**src/rtl/wb_regfile.sv**
```systemverilog
// Write-back stage and architectural register file: picks the write-back value and commits it to the register file.
// Latency: write-back outputs and read ports are combinational (0 cycles); a write becomes state at the next rising edge.
// Backpressure: none; one write-back is accepted every cycle and a same-cycle write is bypassed to both read ports.
//
// Ports:
//   clk_i, rst_i                  clock; asynchronous active-high reset
//   regwrite_i, memtoreg_i        MEM/WB control bits
//   readdata_i, aluresult_i       write-back value candidates
//   rd_i                          write-back destination index
//   rs_addr_i / rs_data_o         read port A
//   rt_addr_i / rt_data_o         read port B
//   wb_data_o, wb_rd_o, wb_en_o   write-back bus to the forwarding unit
//   wr_cnt_o                      count of committed writes, wraps silently
module wb_regfile #(
    parameter int DATA_W   = 32,
    parameter int ADDR_W   = 5,
    parameter int NUM_REGS = 32,
    parameter int CNT_W    = 16
) (
    input  logic              clk_i,
    input  logic              rst_i,
    input  logic              regwrite_i,
    input  logic              memtoreg_i,
    input  logic [DATA_W-1:0] readdata_i,
    input  logic [DATA_W-1:0] aluresult_i,
    input  logic [ADDR_W-1:0] rd_i,
    input  logic [ADDR_W-1:0] rs_addr_i,
    input  logic [ADDR_W-1:0] rt_addr_i,
    output logic [DATA_W-1:0] rs_data_o,
    output logic [DATA_W-1:0] rt_data_o,
    output logic [DATA_W-1:0] wb_data_o,
    output logic [ADDR_W-1:0] wb_rd_o,
    output logic              wb_en_o,
    output logic [CNT_W-1:0]  wr_cnt_o
);

    logic [DATA_W-1:0] regs_q [NUM_REGS];
    logic [DATA_W-1:0] regs_d [NUM_REGS];
    logic [CNT_W-1:0]  cnt_q;
    logic [CNT_W-1:0]  cnt_d;

    logic [DATA_W-1:0] wb_data;
    logic              wb_en;
    logic              rd_in_range;

    // Write-back selection and the effective enable. r0 is never a real
    // target, so the forwarding unit never sees a write to it either.
    always_comb begin
        wb_data     = memtoreg_i ? readdata_i : aluresult_i;
        rd_in_range = (int'(rd_i) < NUM_REGS);
        wb_en       = regwrite_i && (rd_i != '0) && rd_in_range;
    end

    assign wb_data_o = wb_data;
    assign wb_rd_o   = rd_i;
    assign wb_en_o   = wb_en;
    assign wr_cnt_o  = cnt_q;

    // Next state: at most one entry changes per cycle; the counter tracks
    // exactly the writes that land.
    always_comb begin
        regs_d = regs_q;
        cnt_d  = cnt_q;
        if (wb_en) begin
            regs_d[rd_i] = wb_data;
            cnt_d        = cnt_q + CNT_W'(1);
        end
    end

    always_ff @(posedge clk_i or posedge rst_i) begin
        if (rst_i) begin
            regs_q <= '{default: '0};
            cnt_q  <= '0;
        end else begin
            regs_q <= regs_d;
            cnt_q  <= cnt_d;
        end
    end

    // Read ports: r0 and out-of-range indices read zero; a write in flight
    // to the same index wins over the stored value so the ID stage sees the
    // result produced in this very cycle.
    always_comb begin
        rs_data_o = '0;
        if (rs_addr_i != '0 && int'(rs_addr_i) < NUM_REGS) begin
            if (wb_en && rd_i == rs_addr_i) begin
                rs_data_o = wb_data;
            end else begin
                rs_data_o = regs_q[rs_addr_i];
            end
        end
    end

    always_comb begin
        rt_data_o = '0;
        if (rt_addr_i != '0 && int'(rt_addr_i) < NUM_REGS) begin
            if (wb_en && rd_i == rt_addr_i) begin
                rt_data_o = wb_data;
            end else begin
                rt_data_o = regs_q[rt_addr_i];
            end
        end
    end

endmodule
```
**config.mk**
```make
export PLATFORM = sky130hd
export DESIGN_NAME = wb_regfile
export DESIGN_NICKNAME = d
export VERILOG_FILES = /design/src/rtl/wb_regfile.sv
export SDC_FILE = /design/constraint.sdc
export NUM_CORES = 2
export LEC_CHECK = 0
export BUFFER_PORTS_ARGS = -buffer_cell sky130_fd_sc_hd__buf_4
export CAP_MARGIN = 20
export CORE_ASPECT_RATIO = 1.4
export CORE_MARGIN = 3
export CORE_UTILIZATION = 40
export CTS_CLUSTER_SIZE = 12
export DETAILED_ROUTE_END_ITERATION = 8
export HOLD_SLACK_MARGIN = 0.02
export PLACE_DENSITY = 0.57
export SLEW_MARGIN = 10
export SYNTH_ARGS = -nofsm -noshare
export SYNTH_HDL_FRONTEND = slang
export SYNTH_SLANG_ARGS = --single-unit
```
**constraint.sdc**
```tcl
create_clock -name clk_i -period 42.9 [get_ports clk_i]
set_clock_uncertainty 0.15 [all_clocks]
set_input_delay 2.145 -clock clk_i [delete_from_list [all_inputs] [get_ports clk_i]]
set_output_delay 2.145 -clock clk_i [all_outputs]
set_load 0.05 [all_outputs]
```
Word-level counts from Yosys, hierarchy flattened
Cells that the tools add are included.

Output and inout bits: 118. Logic and storage cells: 64. Bits of input ports: 83. Bits in registers: 1040.

Equality and inequality tests: 2. Reduce and logical (&&, ||, !) cells: 7. Muxes and demuxes: 14. Add/sub/neg operators: 1. Bitwise logic cells: 3. Magnitude comparators: 4.

Operators with widths (count): $bwmux 1024 (1); $bmux 32 s5 (2); $mux 32 (10); $demux 32 s5 (1); $ge 6x6->1 const B (3); $not 5->6 (3); $add 16x1->16 const B (1); $reduce_bool 5->1 (3); $eq 5x5->1 (2); $lt 6x1->1 const B (1); $logic_and 1x1->1 (4).

Depth between registers and ports, before layout
Word-level depth: 6. Depth in mapped cells: 10. Depth with buffers taken out: 6.

Worst setup path before layout
No wires, ideal clock.

Kind: input-to-output. From: input port rd_i[3]. To: output port rt_data_o[12]. Path buffers: 3. Arrival time: 4.547 ns. Data required time: 40.605 ns. Slack: 36.058 ns. Stages on the path: 7. Cells stage by stage: buf_2 or3_4 o2111ai_2 nor2_2 buf_6 buf_2 a211oi_1.

Cells in the longest elaborated chain, start to end: 5. Elaborated cells on any way between the ends: 6. Those cells by class: eq/ne (1); mux (2); reduce/logical (3).

RTL lines: start, declared (RTL line 26) `input logic [ADDR_W-1:0] rd_i,`; $reduce_bool 5->1 (RTL line 51) `wb_en = regwrite_i && (rd_i != '0) && rd_in_range;`; $logic_and 1x1->1 (RTL line 51); $logic_and 1x1->1 * (RTL line 97) `if (wb_en && rd_i == rt_addr_i) begin`; $mux 32 * (RTL line 97); $mux 32 * (RTL line 96) `if (rt_addr_i != '0 && int'(rt_addr_i) < NUM_REGS) begin`; end, declared (RTL line 30) `output logic [DATA_W-1:0] rt_data_o,`.

Every way passes the cells marked *; elsewhere a longest branch is shown, timed or not.

Worst setup path after layout
From: input port rt_addr_i[2]. To: output port rt_data_o[6].

Cells in the longest elaborated chain, start to end: 6. Elaborated cells on any way between the ends: 9. Those cells by class: eq/ne (1); mux (5); bitwise (1); reduce/logical (2).

RTL lines: start, declared (RTL line 28) `input logic [ADDR_W-1:0] rt_addr_i,`; $not 5->6 (not written as such) (RTL line 100) `rt_data_o = regs_q[rt_addr_i];`; $bmux 32 s5 (RTL line 100); $mux 32 (not written as such) (2 in a row) (RTL line 100); $mux 32 (RTL line 97); $mux 32 * (RTL line 96).

Every way passes the cells marked *; elsewhere a longest branch is shown, timed or not. The select of a mux whose other input is x is not followed.

==> out/summary.txt <==
TIMING
---------------------------------------------------------------------------------
Post-Route Setup TNS                                                         0 ns
Max-slew violation count                                                        0
Shortest clock period the worst path allows after layout                  8.63 ns
Slew margin rel.                                                            18.7%
Unrepaired setup endpoints after global routing                             false
Transition time at the pin with the least slew margin                     1.21 ns
Hold Slack                                                               0.249 ns
Fin crit share                                                              20.1%
Count of final hold-check violations                                            0
Maximum achievable frequency                                              116 MHz
Final setup violation count                                                     0

PLACEMENT
---------------------------------------------------------------------------------
RePlAce Congestion                                                          0.887
Total of buffers placed on input and output ports                             200
Detail Placement HPWL                                                   127000 um
Placed cell area                                                      57100 sq um

FLOORPLANNING
---------------------------------------------------------------------------------
FP Rows                                                                       159
Ports placed on the boundary                                                  201
Die area                                                             141000 sq um
Horiz. Die Dim                                                             318 um
Area inside the core boundary                                        135000 sq um
Initial core utilization                                                    40.5%
Y dimension of the die                                                     443 um

CELLS AND AREA
---------------------------------------------------------------------------------
Layout cell share with drive strength beyond 1                              20.4%
Final design utilization                                                    44.7%
Commonest cells after routing, fill and taps aside                   sky130_fd_sc_hd__dfrtp_1 (1040), sky130_fd_sc_hd__nand2_1 (636), sky130_fd_sc_hd__o21ai_0 (621)
Commonest non-fill, non-tap cell in the layout                       sky130_fd_sc_hd__dfrtp_1
Number of nets at the end of the flow                                        5065
Layout area overhead                                                        10.3%
Design Area, Final                                                    60200 sq um

SYNTHESIS
---------------------------------------------------------------------------------
Fraction of synthesis flops using an asynchronous set or reset pin           100%
Synth Instances                                                              5096
Total of flip-flops plus latches after synthesis                             1040
Warning count from the yosys run                                                0
Leading post-synthesis cells by cell area                            sky130_fd_sc_hd__dfrtp_1 (48%), sky130_fd_sc_hd__mux4_2 (16%), sky130_fd_sc_hd__o21ai_0 (5.7%)
Number of synthesized flops with an enable pin                                  0
Top FF cell, synth                                                   sky130_fd_sc_hd__dfrtp_1
Sequential cell area fraction in the yosys report                           47.6%
Area leader, netlist                                                 sky130_fd_sc_hd__dfrtp_1
Avg Synthesized Cell Area                                              10.7 sq um
Cell variety after synth                                                       73
Share of Yosys cell area claimed by the top area cell type                  47.6%
Syn nets                                                                     5180
Cell area after technology mapping                                    54600 sq um

ROUTE
---------------------------------------------------------------------------------
Via total after detailed routing                                            43130
Post-DR wirelength/cell                                                   31.1 um
Vias per inst                                                                6.32
Starting DRT DRC Count                                                       4655
Residual antenna-violating net count after detailed routing                     0
Iteration count of the initial detailed-routing pass                            5
Residual DRC                                                                    0
Wire length reported by the detailed router                             213000 um

GRT
---------------------------------------------------------------------------------
Pin count of the biggest net entering global routing                          178
Global-route congestion overflow total                                          0
Met1 global-route usage                                                     38.5%
Antenna violations before repair                                               10
Layer with the highest usage                                                 met2
Global-route usage over all layers                                          29.7%
Met3 Usage GRT                                                              5.36%
Met2 track utilization from global routing                                  47.5%
Via count of the first global-routing pass                                  42467
First-pass GRT wire length                                              307000 um

POWER
---------------------------------------------------------------------------------
Static Leakage                                                            25.7 nW
Peak ir drop on the vdd network                                           33.3 uV
Total power per unit cell area                                       49.0 nW/um^2

HOLD PATH
---------------------------------------------------------------------------------
Class of the tightest hold or removal check                               reg2reg
Endpoint of the worst hold path                                      regs_q[1007]
HP Start                                                             regs_q[1007]
Number of cells on the worst hold path                                          0

CLOCKING
---------------------------------------------------------------------------------
Inserted Clock Buffers                                                        105
Number of resized instances in the post-cts repair step                         0
Root Driver                                                          sky130_fd_sc_hd__clkbuf_16
Clock Pin Slew Worst Setup and Hold Paths                                 0.06 ns
Max H-tree Level                                                                3
Largest buffer count on any clock path                                          3
Hold-fix buffers at CTS                                                         0
Insertion delay of the later-clocked pin in the worst-skew pair           0.72 ns
# clock sinks                                                                1040
CTS tree                                                                     done
Buffers inserted by post-CTS timing repair                                      0

SETUP PATH
---------------------------------------------------------------------------------
Arrival time reported for the critical path endpoint                      6.34 ns
Required time of the critical path                                       40.60 ns
Internal reg-to-reg setup slack                                          40.82 ns
Element type at the critical path start                                 input pin
Cell depth of the worst flop-to-flop path                                       6
Type of the worst setup path                                               in2out
Reg-to-Reg End                                                       wr_cnt_o[14]
Critical Path End Type                                                 output pin
Critical register-to-register path startpoint                         wr_cnt_o[0]
Largest fanout of any net on the critical path                                 38

RUN
---------------------------------------------------------------------------------
Number of violations of the max-capacitance limit                               0

STATUS
---------------------------------------------------------------------------------
Run status                                                              completed

## sequential cells by signal (all words and copies together), names as in the netlist
| signal | count |
|---|---|
| regs_q | 1024 |
| wr_cnt_o | 16 |
## synthesized netlist by cell type, types with 6 or more instances
cell type,instances
sky130_fd_sc_hd__a2111oi_0,11
sky130_fd_sc_hd__a211o_1,10
sky130_fd_sc_hd__a211oi_1,64
sky130_fd_sc_hd__a21oi_1,415
sky130_fd_sc_hd__a221o_1,24
sky130_fd_sc_hd__a221oi_1,41
sky130_fd_sc_hd__a22o_1,6
sky130_fd_sc_hd__a22oi_1,14
sky130_fd_sc_hd__a31oi_1,8
sky130_fd_sc_hd__and2_1,20
sky130_fd_sc_hd__buf_2,117
sky130_fd_sc_hd__buf_4,55
sky130_fd_sc_hd__buf_6,37
sky130_fd_sc_hd__buf_8,6
sky130_fd_sc_hd__clkbuf_1,312
sky130_fd_sc_hd__clkbuf_2,14
sky130_fd_sc_hd__dfrtp_1,1040
sky130_fd_sc_hd__inv_1,42
sky130_fd_sc_hd__mux2_2,73
sky130_fd_sc_hd__mux2i_1,172
sky130_fd_sc_hd__mux4_1,11
sky130_fd_sc_hd__mux4_2,385
sky130_fd_sc_hd__nand2_1,649
sky130_fd_sc_hd__nand2b_1,25
sky130_fd_sc_hd__nand3_1,12
sky130_fd_sc_hd__nand3b_1,9
sky130_fd_sc_hd__nor2_1,463
sky130_fd_sc_hd__nor2b_1,20
sky130_fd_sc_hd__nor3_1,58
sky130_fd_sc_hd__nor3b_1,13
sky130_fd_sc_hd__nor4_1,49
sky130_fd_sc_hd__o21ai_0,622
sky130_fd_sc_hd__o21ai_1,37
sky130_fd_sc_hd__o22ai_1,140
sky130_fd_sc_hd__o31ai_1,7
sky130_fd_sc_hd__or2_2,10
sky130_fd_sc_hd__or3_1,6
sky130_fd_sc_hd__xnor2_1,23
## kinds of logic after synthesis
logic type	after synthesis	synth area share (%)
simple gates	1358	10.4
buf+inv	594	5.54
fa+ha+maj	1	0.0229
flops	1040	47.6
mux	641	21.1
compound gates	1437	14.9
xor+xnor	25	0.401
## routing by layer
layer	vias to the layer above	part of all wire, %
li1	18243	-
met1	22004	39
met2	2320	47
met3	561	8.6
met4	2	6.0
met5	-	0.0052
## worst max-delay path, stage by stage
cell and delay (ns):
sky130_fd_sc_hd__buf_6 0.47, sky130_fd_sc_hd__buf_4 0.52, sky130_fd_sc_hd__buf_4 0.59, sky130_fd_sc_hd__nand3b_1 0.70, sky130_fd_sc_hd__buf_4 0.46, sky130_fd_sc_hd__a211oi_1 0.23
sky130_fd_sc_hd__nor4_1 0.08, sky130_fd_sc_hd__nor3_1 0.55, sky130_fd_sc_hd__a211oi_1 0.24, sky130_fd_sc_hd__buf_4 0.28
## worst max-delay path by stage
| stage | start | end | slack [ns] | cells past startpoint |
|---|---|---|---|---|
| after floorplan | rst_i | regs_q[0] | 11.33 | 1 |
| after global placement | rs_addr_i[0] | rs_data_o[7] | 34.37 | 9 |
| after detailed placement | rs_addr_i[0] | rs_data_o[7] | 34.36 | 9 |
| after CTS | rs_addr_i[0] | rs_data_o[7] | 34.36 | 9 |
| after global routing | rs_addr_i[0] | rs_data_o[7] | 34.08 | 9 |
| final | rt_addr_i[2] | rt_data_o[6] | 34.27 | 10 |
## final cells by class
class | instances | area [sq um]
antenna | 4 | 10.0
timing repair buffer | 329 | 2540
fill | 12717 | 74600
multi-input combinational | 3462 | 26100
clock buffer | 157 | 2950
inverter | 43 | 169
tap | 1771 | 2220
sequential | 1040 | 26000
clock inverter | 21 | 200
## where the power goes
group	internal (mW)	total, mW	switching, mW
registers	1.19	1.35	0.163
clock network	0.485	0.894	0.409
logic	0.319	0.706	0.388
## through the flow
step	total power, mW	instances	setup slack [ns]
floorplan	1.84	5096	11.33
global placement	2.04	6644	34.37
detailed placement	2.06	6645	34.36
CTS	2.95	6823	34.36
global route	3.08	6824	34.08
finish	2.95	6827	34.27
No activity file was read; power rests on OpenSTA's default activity.
